==> src/rtl/spi_cmd_sequencer.sv <==
// spi_cmd_sequencer: expands one high-level request (write, read, sample,
// status) into command/data byte groups for the SPI slave RAM/sampler,
// driving a byte-level SPI master. Polls the slave status register until a
// sample run completes.
// Optional build macro: SPI_SEQ_TIMEOUT_EN -- abort sample polling with
// rsp_err after POLL_MAX busy polls.
module spi_cmd_sequencer #(
  parameter int GAP_CYCLES    = 4,
  parameter int POLL_INTERVAL = 16,
  parameter int POLL_MAX      = 255
) (
  input  logic       clk,
  input  logic       reset,
  input  logic       req_valid,
  output logic       req_ready,
  input  logic [1:0] req_op,
  input  logic [7:0] req_addr,
  input  logic [7:0] req_data,
  output logic       rsp_valid,
  output logic [7:0] rsp_data,
  output logic       rsp_err,
  output logic       busy,
  output logic       ssb,
  output logic       byte_start,
  output logic [7:0] byte_tx,
  input  logic       byte_done,
  input  logic [7:0] byte_rx
);

  typedef enum logic [2:0] {
    S_IDLE, S_SETUP, S_CMD, S_DAT, S_GAP, S_RDB, S_PWAIT, S_RESP
  } state_t;

  localparam logic [1:0] OP_WR  = 2'd0;
  localparam logic [1:0] OP_RD  = 2'd1;
  localparam logic [1:0] OP_SMP = 2'd2;
  localparam logic [1:0] OP_ST  = 2'd3;

  localparam logic [15:0] GAP_LAST  = 16'(GAP_CYCLES - 1);
  localparam logic [15:0] POLL_LAST = 16'(POLL_INTERVAL - 1);
  // Poll counter is 8 bits; it holds once it reaches the limit.
  localparam logic [7:0]  POLL_LIM  = 8'(POLL_MAX);

  state_t      state, state_n;
  logic [1:0]  op_q;
  logic [7:0]  addr_q, data_q;
  logic [1:0]  step_q;      // index of the group currently being sent
  logic [15:0] wait_cnt;    // shared by GAP and PWAIT
  logic        issued;      // byte_start already pulsed in this byte state
  logic [7:0]  stat_q;      // last received byte, drives rsp_data
  logic        err_q;
  logic        zero_q;      // zero-count sample: no traffic, error response
  logic [7:0]  poll_cnt;

  logic       accept, xfer_state, xfer_done, rd_grp;
  logic       gap_end, pwait_end, last_grp, poll_grp, poll_busy;
  logic       poll_lim_hit, timeout;
  logic [7:0] cmd_byte, dat_byte;

  assign accept     = req_valid && req_ready;
  assign xfer_state = (state == S_CMD) || (state == S_DAT) || (state == S_RDB);
  // Completion only counts once our own byte_start has gone out.
  assign xfer_done  = byte_done && issued && xfer_state;
  assign gap_end    = (state == S_GAP)   && (wait_cnt == GAP_LAST);
  assign pwait_end  = (state == S_PWAIT) && (wait_cnt == POLL_LAST);

  // Single-byte read groups: read step 2, status step 1, sample poll step 2.
  assign rd_grp = ((op_q == OP_RD)  && (step_q == 2'd2)) ||
                  ((op_q == OP_ST)  && (step_q == 2'd1)) ||
                  ((op_q == OP_SMP) && (step_q == 2'd2));

  assign last_grp = zero_q ||
                    ((op_q == OP_WR) && (step_q == 2'd1)) ||
                    ((op_q == OP_RD) && (step_q == 2'd2)) ||
                    ((op_q == OP_ST) && (step_q == 2'd1));

  assign poll_grp     = (op_q == OP_SMP) && (step_q == 2'd2);
  assign poll_busy    = poll_grp && stat_q[1];
  assign poll_lim_hit = (poll_cnt >= POLL_LIM);

`ifdef SPI_SEQ_TIMEOUT_EN
  assign timeout = poll_busy && poll_lim_hit;
`else
  assign timeout = 1'b0;
`endif

  // Command and data byte for the current op/step.
  always_comb begin
    cmd_byte = 8'h00;
    dat_byte = 8'h00;
    case (op_q)
      OP_WR: begin
        cmd_byte = (step_q == 2'd0) ? 8'h01 : 8'h02;
        dat_byte = (step_q == 2'd0) ? addr_q : data_q;
      end
      OP_RD: begin
        cmd_byte = (step_q == 2'd0) ? 8'h01 : 8'h03;
        dat_byte = (step_q == 2'd0) ? addr_q : 8'h00;
      end
      OP_SMP: begin
        cmd_byte = (step_q == 2'd0) ? 8'h04 : 8'h05;
        dat_byte = (step_q == 2'd0) ? data_q : 8'h00;
      end
      default: begin
        cmd_byte = 8'h05;
        dat_byte = 8'h00;
      end
    endcase
  end

  // State register.
  always_ff @(posedge clk) begin
    if (reset) state <= S_IDLE;
    else       state <= state_n;
  end

  // Next-state logic.
  always_comb begin
    state_n = state;
    case (state)
      S_IDLE: if (accept)
                state_n = ((req_op == OP_SMP) && (req_data == 8'h00)) ? S_GAP : S_SETUP;
      S_SETUP: state_n = rd_grp ? S_RDB : S_CMD;
      S_CMD:   if (xfer_done) state_n = S_DAT;
      S_DAT:   if (xfer_done) state_n = S_GAP;
      S_RDB:   if (xfer_done) state_n = S_GAP;
      S_GAP: if (gap_end) begin
               if (poll_busy && !timeout)      state_n = S_PWAIT;
               else if (last_grp || poll_grp)  state_n = S_RESP;
               else                            state_n = S_SETUP;
             end
      S_PWAIT: if (pwait_end) state_n = S_SETUP;
      S_RESP:  state_n = S_IDLE;
      default: state_n = S_IDLE;
    endcase
  end

  // Outputs decoded from the current state.
  always_comb begin
    ssb        = 1'b1;
    byte_start = 1'b0;
    byte_tx    = 8'h00;
    rsp_valid  = 1'b0;
    busy       = (state != S_IDLE);
    req_ready  = (state == S_IDLE) && !reset;
    case (state)
      S_SETUP: ssb = 1'b0;
      S_CMD: begin
        ssb        = 1'b0;
        byte_start = !issued;
        byte_tx    = cmd_byte;
      end
      S_DAT: begin
        ssb        = 1'b0;
        byte_start = !issued;
        byte_tx    = dat_byte;
      end
      S_RDB: begin
        ssb        = 1'b0;
        byte_start = !issued;
      end
      S_RESP:  rsp_valid = 1'b1;
      default: ;
    endcase
  end

  assign rsp_data = stat_q;
  assign rsp_err  = err_q;

  // Request capture, step/wait/poll counters and response registers.
  always_ff @(posedge clk) begin
    if (reset) begin
      op_q     <= OP_WR;
      addr_q   <= 8'h00;
      data_q   <= 8'h00;
      step_q   <= 2'd0;
      wait_cnt <= 16'd0;
      issued   <= 1'b0;
      stat_q   <= 8'h00;
      err_q    <= 1'b0;
      zero_q   <= 1'b0;
      poll_cnt <= 8'h00;
    end else begin
      // byte_start is a single pulse per byte state visit.
      issued <= (state_n == state) ? (issued | byte_start) : 1'b0;

      if (accept) begin
        op_q     <= req_op;
        addr_q   <= req_addr;
        data_q   <= req_data;
        step_q   <= 2'd0;
        stat_q   <= 8'h00;
        poll_cnt <= 8'h00;
        zero_q   <= (req_op == OP_SMP) && (req_data == 8'h00);
        err_q    <= (req_op == OP_SMP) && (req_data == 8'h00);
      end else begin
        // Every re-entry to SETUP moves to the next group; PWAIT clears the
        // step so the poll loop restarts at the status command group.
        if ((state_n == S_SETUP) && (state != S_IDLE)) step_q <= step_q + 2'd1;
        else if (state_n == S_PWAIT)                   step_q <= 2'd0;

        if ((state == S_RDB) && xfer_done) begin
          stat_q <= byte_rx;
          if ((op_q == OP_SMP) && !poll_lim_hit) poll_cnt <= poll_cnt + 8'd1;
        end

        if (gap_end && timeout) err_q <= 1'b1;
      end

      // Zero-count sample spends a single cycle in GAP before responding.
      if (accept)
        wait_cnt <= ((req_op == OP_SMP) && (req_data == 8'h00)) ? GAP_LAST : 16'd0;
      else if (state_n != state)
        wait_cnt <= 16'd0;
      else if ((state == S_GAP) || (state == S_PWAIT))
        wait_cnt <= wait_cnt + 16'd1;
    end
  end

endmodule

==> config.mk <==
export PLATFORM = sky130hd
export DESIGN_NAME = spi_cmd_sequencer
export DESIGN_NICKNAME = d
export VERILOG_FILES = /design/src/rtl/spi_cmd_sequencer.sv
export SDC_FILE = /design/constraint.sdc
export NUM_CORES = 1
export LEC_CHECK = 0
export BUFFER_PORTS_ARGS = -buffer_cell sky130_fd_sc_hd__buf_2
export CAP_MARGIN = 25
export CORE_AREA = 2 2 94 69
export DETAILED_ROUTE_END_ITERATION = 8
export DIE_AREA = 0 0 96 71
export PLACE_DENSITY = 0.68
export SLEW_MARGIN = 20
export SYNTH_ARGS = -nofsm -noshare
export SYNTH_HDL_FRONTEND = slang
export SYNTH_SLANG_ARGS = --single-unit
==> constraint.sdc <==
create_clock -name clk -period 1.95 [get_ports clk]
set_input_delay 0.39 -clock clk [delete_from_list [all_inputs] [get_ports clk]]
set_output_delay 0.39 -clock clk [all_outputs]
set_load 0.05 [all_outputs]
==> results.md <==
* Status: finished, violations left
* Die height at between 70 and 80 um
* Reg-to-Reg End: issued
* Commonest cells in the netlist: dfxtp_1, nor2_1, nand2_1
* Top delay family on crit path: compound AO/OA/AOI/OAI gates
* Sequential area share after synthesis at between 30% and 40%
* Least-Margin Pin Slew at 0.4184 ns
* Count of pins over their slew limit at 0
* R2R Path Start: step_q[1]
* Synth warnings at 0
* Worst slew margin at a little under three quarters
* Crit. End Element: flip-flop
* Post-DP HPWL at 4882 um
* First-pass GRT wire length at 11,730 um
* Final setup viols at 27
* Min cycle time layout at roughly 2.2 ns
* Filler cell count at 447
* Full die area at 6816 um2
* Syn_area_per_cell at about 8 um2
* Worst-path cell with the longest stage delay: dfxtp_2
* FF-to-FF path depth at 10
* Max incr delay on CP at 0.34 ns
* Failing checks: negative setup slack
* Vias per Instance at 5.302
* Row count at 24
* Hold_buf cts at 0
* CTS tree: done
* Peak VDD IR at between 400 and 500 uV
* Post-Syn Nets at ~350
* Global route overflow at 0
* DR vias at around 2.7k
* CTS Buf Count at 5
* Hold depth at 3
* Yosys top cell area share at between 30% and 40%
* P per Cell Area at around 1200 nW/um2
* Gpl congestion at about 0.90
* Setup tns final at -6.217 ns
* CTS sink count at between 40 and 50
* Worst Skew at approximately 0.0096 ns
* Post-Synthesis Cell Area at between 2000 and 3000 um2
* Layout Nets at 462
* RSZ-0062 raised after global routing: true
* WP buf/inv at 2
* Reg2reg setup slack at -0.29 ns
* Leading area contributor after synthesis: dfxtp_1
* Final core utilization at 67.29%
* Die W at 96 um
* Final ANT Viol Nets at 0
* Post-DP Area at approximately 3300 um2
* Synth Flop Type: dfxtp_1
* Clock buffer depth at 2
* IO Pins at 52
* Pwr Total at just under 5 mW
* I/O Buffers at 51
* Max Freq at about 450 MHz
* Worst Path Max Fanout at 8
* Share of layout cells above drive strength 1 at between 40% and 50%
* Final Instance Area at 4021 um2
* Multi-input logic area at about 1800 um2
* Max cap viols at 0
* Routed WL per cell at ~15 um
* Initial DRC count at 210
* Hold crit path type: in -> reg
* Drt total wl at 7745 um
* Critical Path Source Type: flip-flop
* Area Growth Syn to Fin at 55.57%
* Yosys reg bits at slightly below 50
* Number of global-route vias before repair at 2,448
* Largest net degree at the start of global routing at 28
* CP Cell Sequence: buf_4 > ha_2 > mux2i_2 > o211ai_1 > o211a_1 > nor4_4 > or3_4 > nand4_4 > buf_12 > a21oi_1
* Initial antenna violation count at 0
* DR pass1 iterations at 5
* CTS root buf: clkbuf_8
* Hold Violations, Final at 0
* Starting Density at a little over two fifths
* Inserted Diodes at 0
* Core Area at between 5000 and 6000 um2
* Setup ws final at -0.2930 ns
* Hold_sp: req_addr[4]
* Storage cell area at roughly 990 um2
* Clock slew seen by the registers of the worst setup and hold paths at 0.10 ns
* Clk Latency, worst-skew pair at 0.32 ns
* Cell variety after synth at 46
* Most frequent cell after synthesis: dfxtp_1
* Ys async rst share at 0%
* Total GRT Usage at ~22%
* Arr. time, crit path at roughly 2.5 ns
* Cells after Synth at 320
* Leak at 1.526 nW
* Min-Delay Endpoint: addr_q[4]
* # DRC at 0
* H-tree depth at 2
* Crit path required time at roughly 2.2 ns
* CP Class: reg -> reg
* Post-synth EDFFs at 0
* Largest cells by area after synthesis: dfxtp_1, nor2_1, nand2_1
* Period utilisation layout at 115.0%
[cells in the final DEF (no fill, tap or decap), drive strengths merged, types with 10 or more instances in the layout]
master / Yosys / final
nand3: 11 / 11
mux2i: 10 / 10
buf: 7 / 115
nand2b: 18 / 18
nand2: 39 / 39
dfxtp: 49 / 49
o21ai: 25 / 25
nor2: 41 / 41
[final cells by class]
class                      count  area share (%)
tap                           78           2.427
clock buffer                   5           1.711
sequential                    49           24.61
inverter                       9          0.8401
multi-input combinational    244           45.71
timing repair buffer         119           24.14
clock inverter                 3          0.5600
[power by group]
| group | switching, mW | total, mW | internal [mW] |
|---|---|---|---|
| clock network | 0.378 | 0.630 | 0.252 |
| logic | 1.56 | 2.94 | 1.38 |
| registers | 0.116 | 1.26 | 1.15 |
[kinds of logic (layout without fill, tap and decap cells)]
group / after synthesis / count (layout) / share of synthesized area, %
AND/OR/NAND/NOR: 157 / 157 / 32.24
AO/OA/AOI/OAI: 58 / 58 / 14.18
buffers and inverters: 27 / 136 / 4.743
flip-flops: 49 / 49 / 37.95
adder cells (fa/ha/maj): 4 / 4 / 1.936
multiplexers: 10 / 10 / 3.872
XOR/XNOR: 15 / 15 / 5.082
[through the flow]
stage	setup WS [ns]	cells	hold WS, ns
6_report	-0.2930	507	0.2612
5_1_grt	-0.3576	507	0.2705
4_1_cts	-0.1925	497	0.2564
3_5_place_dp	-0.1653	482	0.4664
3_3_place_gp	-0.1611	482	0.4610
2_1_floorplan	-0.1980	320	0.4448
[worst max path at each step]
| stage | start | endpoint | slack, ns | cells past startpoint |
|---|---|---|---|---|
| floorplan | state[1] | wait_cnt[7] | -0.20 | 10 |
| global placement | wait_cnt[8] | step_q[1] | -0.16 | 7 |
| detailed placement | step_q[0] | issued | -0.17 | 10 |
| CTS | step_q[1] | byte_tx[0] | -0.19 | 9 |
| global route | step_q[1] | issued | -0.36 | 10 |
| finish | step_q[1] | issued | -0.29 | 10 |
[worst min-delay path: stages]
cell,delay (ns)
buf_2,0.08
nand2_1,0.04
o21ai_0,0.05
[repair_timing]
item | in CTS | in global routing
buffers inserted | 7 | 8
pin swaps | 20 | 11
resized for setup | 67 | 43
setup endpoints to repair | 30 | 32
gates cloned | 0 | 3
[flip-flops by register name, summed over array words and instances (netlist names)]
register  flops
op_q          2
issued        1
step_q        2
rsp_data      8
addr_q        8
wait_cnt     16
data_q        8
state         3
rsp_err       1
[per-layer routing]
layer	up-vias	global-route usage (%)	wire length [um]
li1	1330	-	-
met3	9	5.964	518
met4	0	5.079	92
met2	102	30.56	3422
met1	1247	33.80	3711
met5	-	0	0
(Power assumes the default switching activity.)
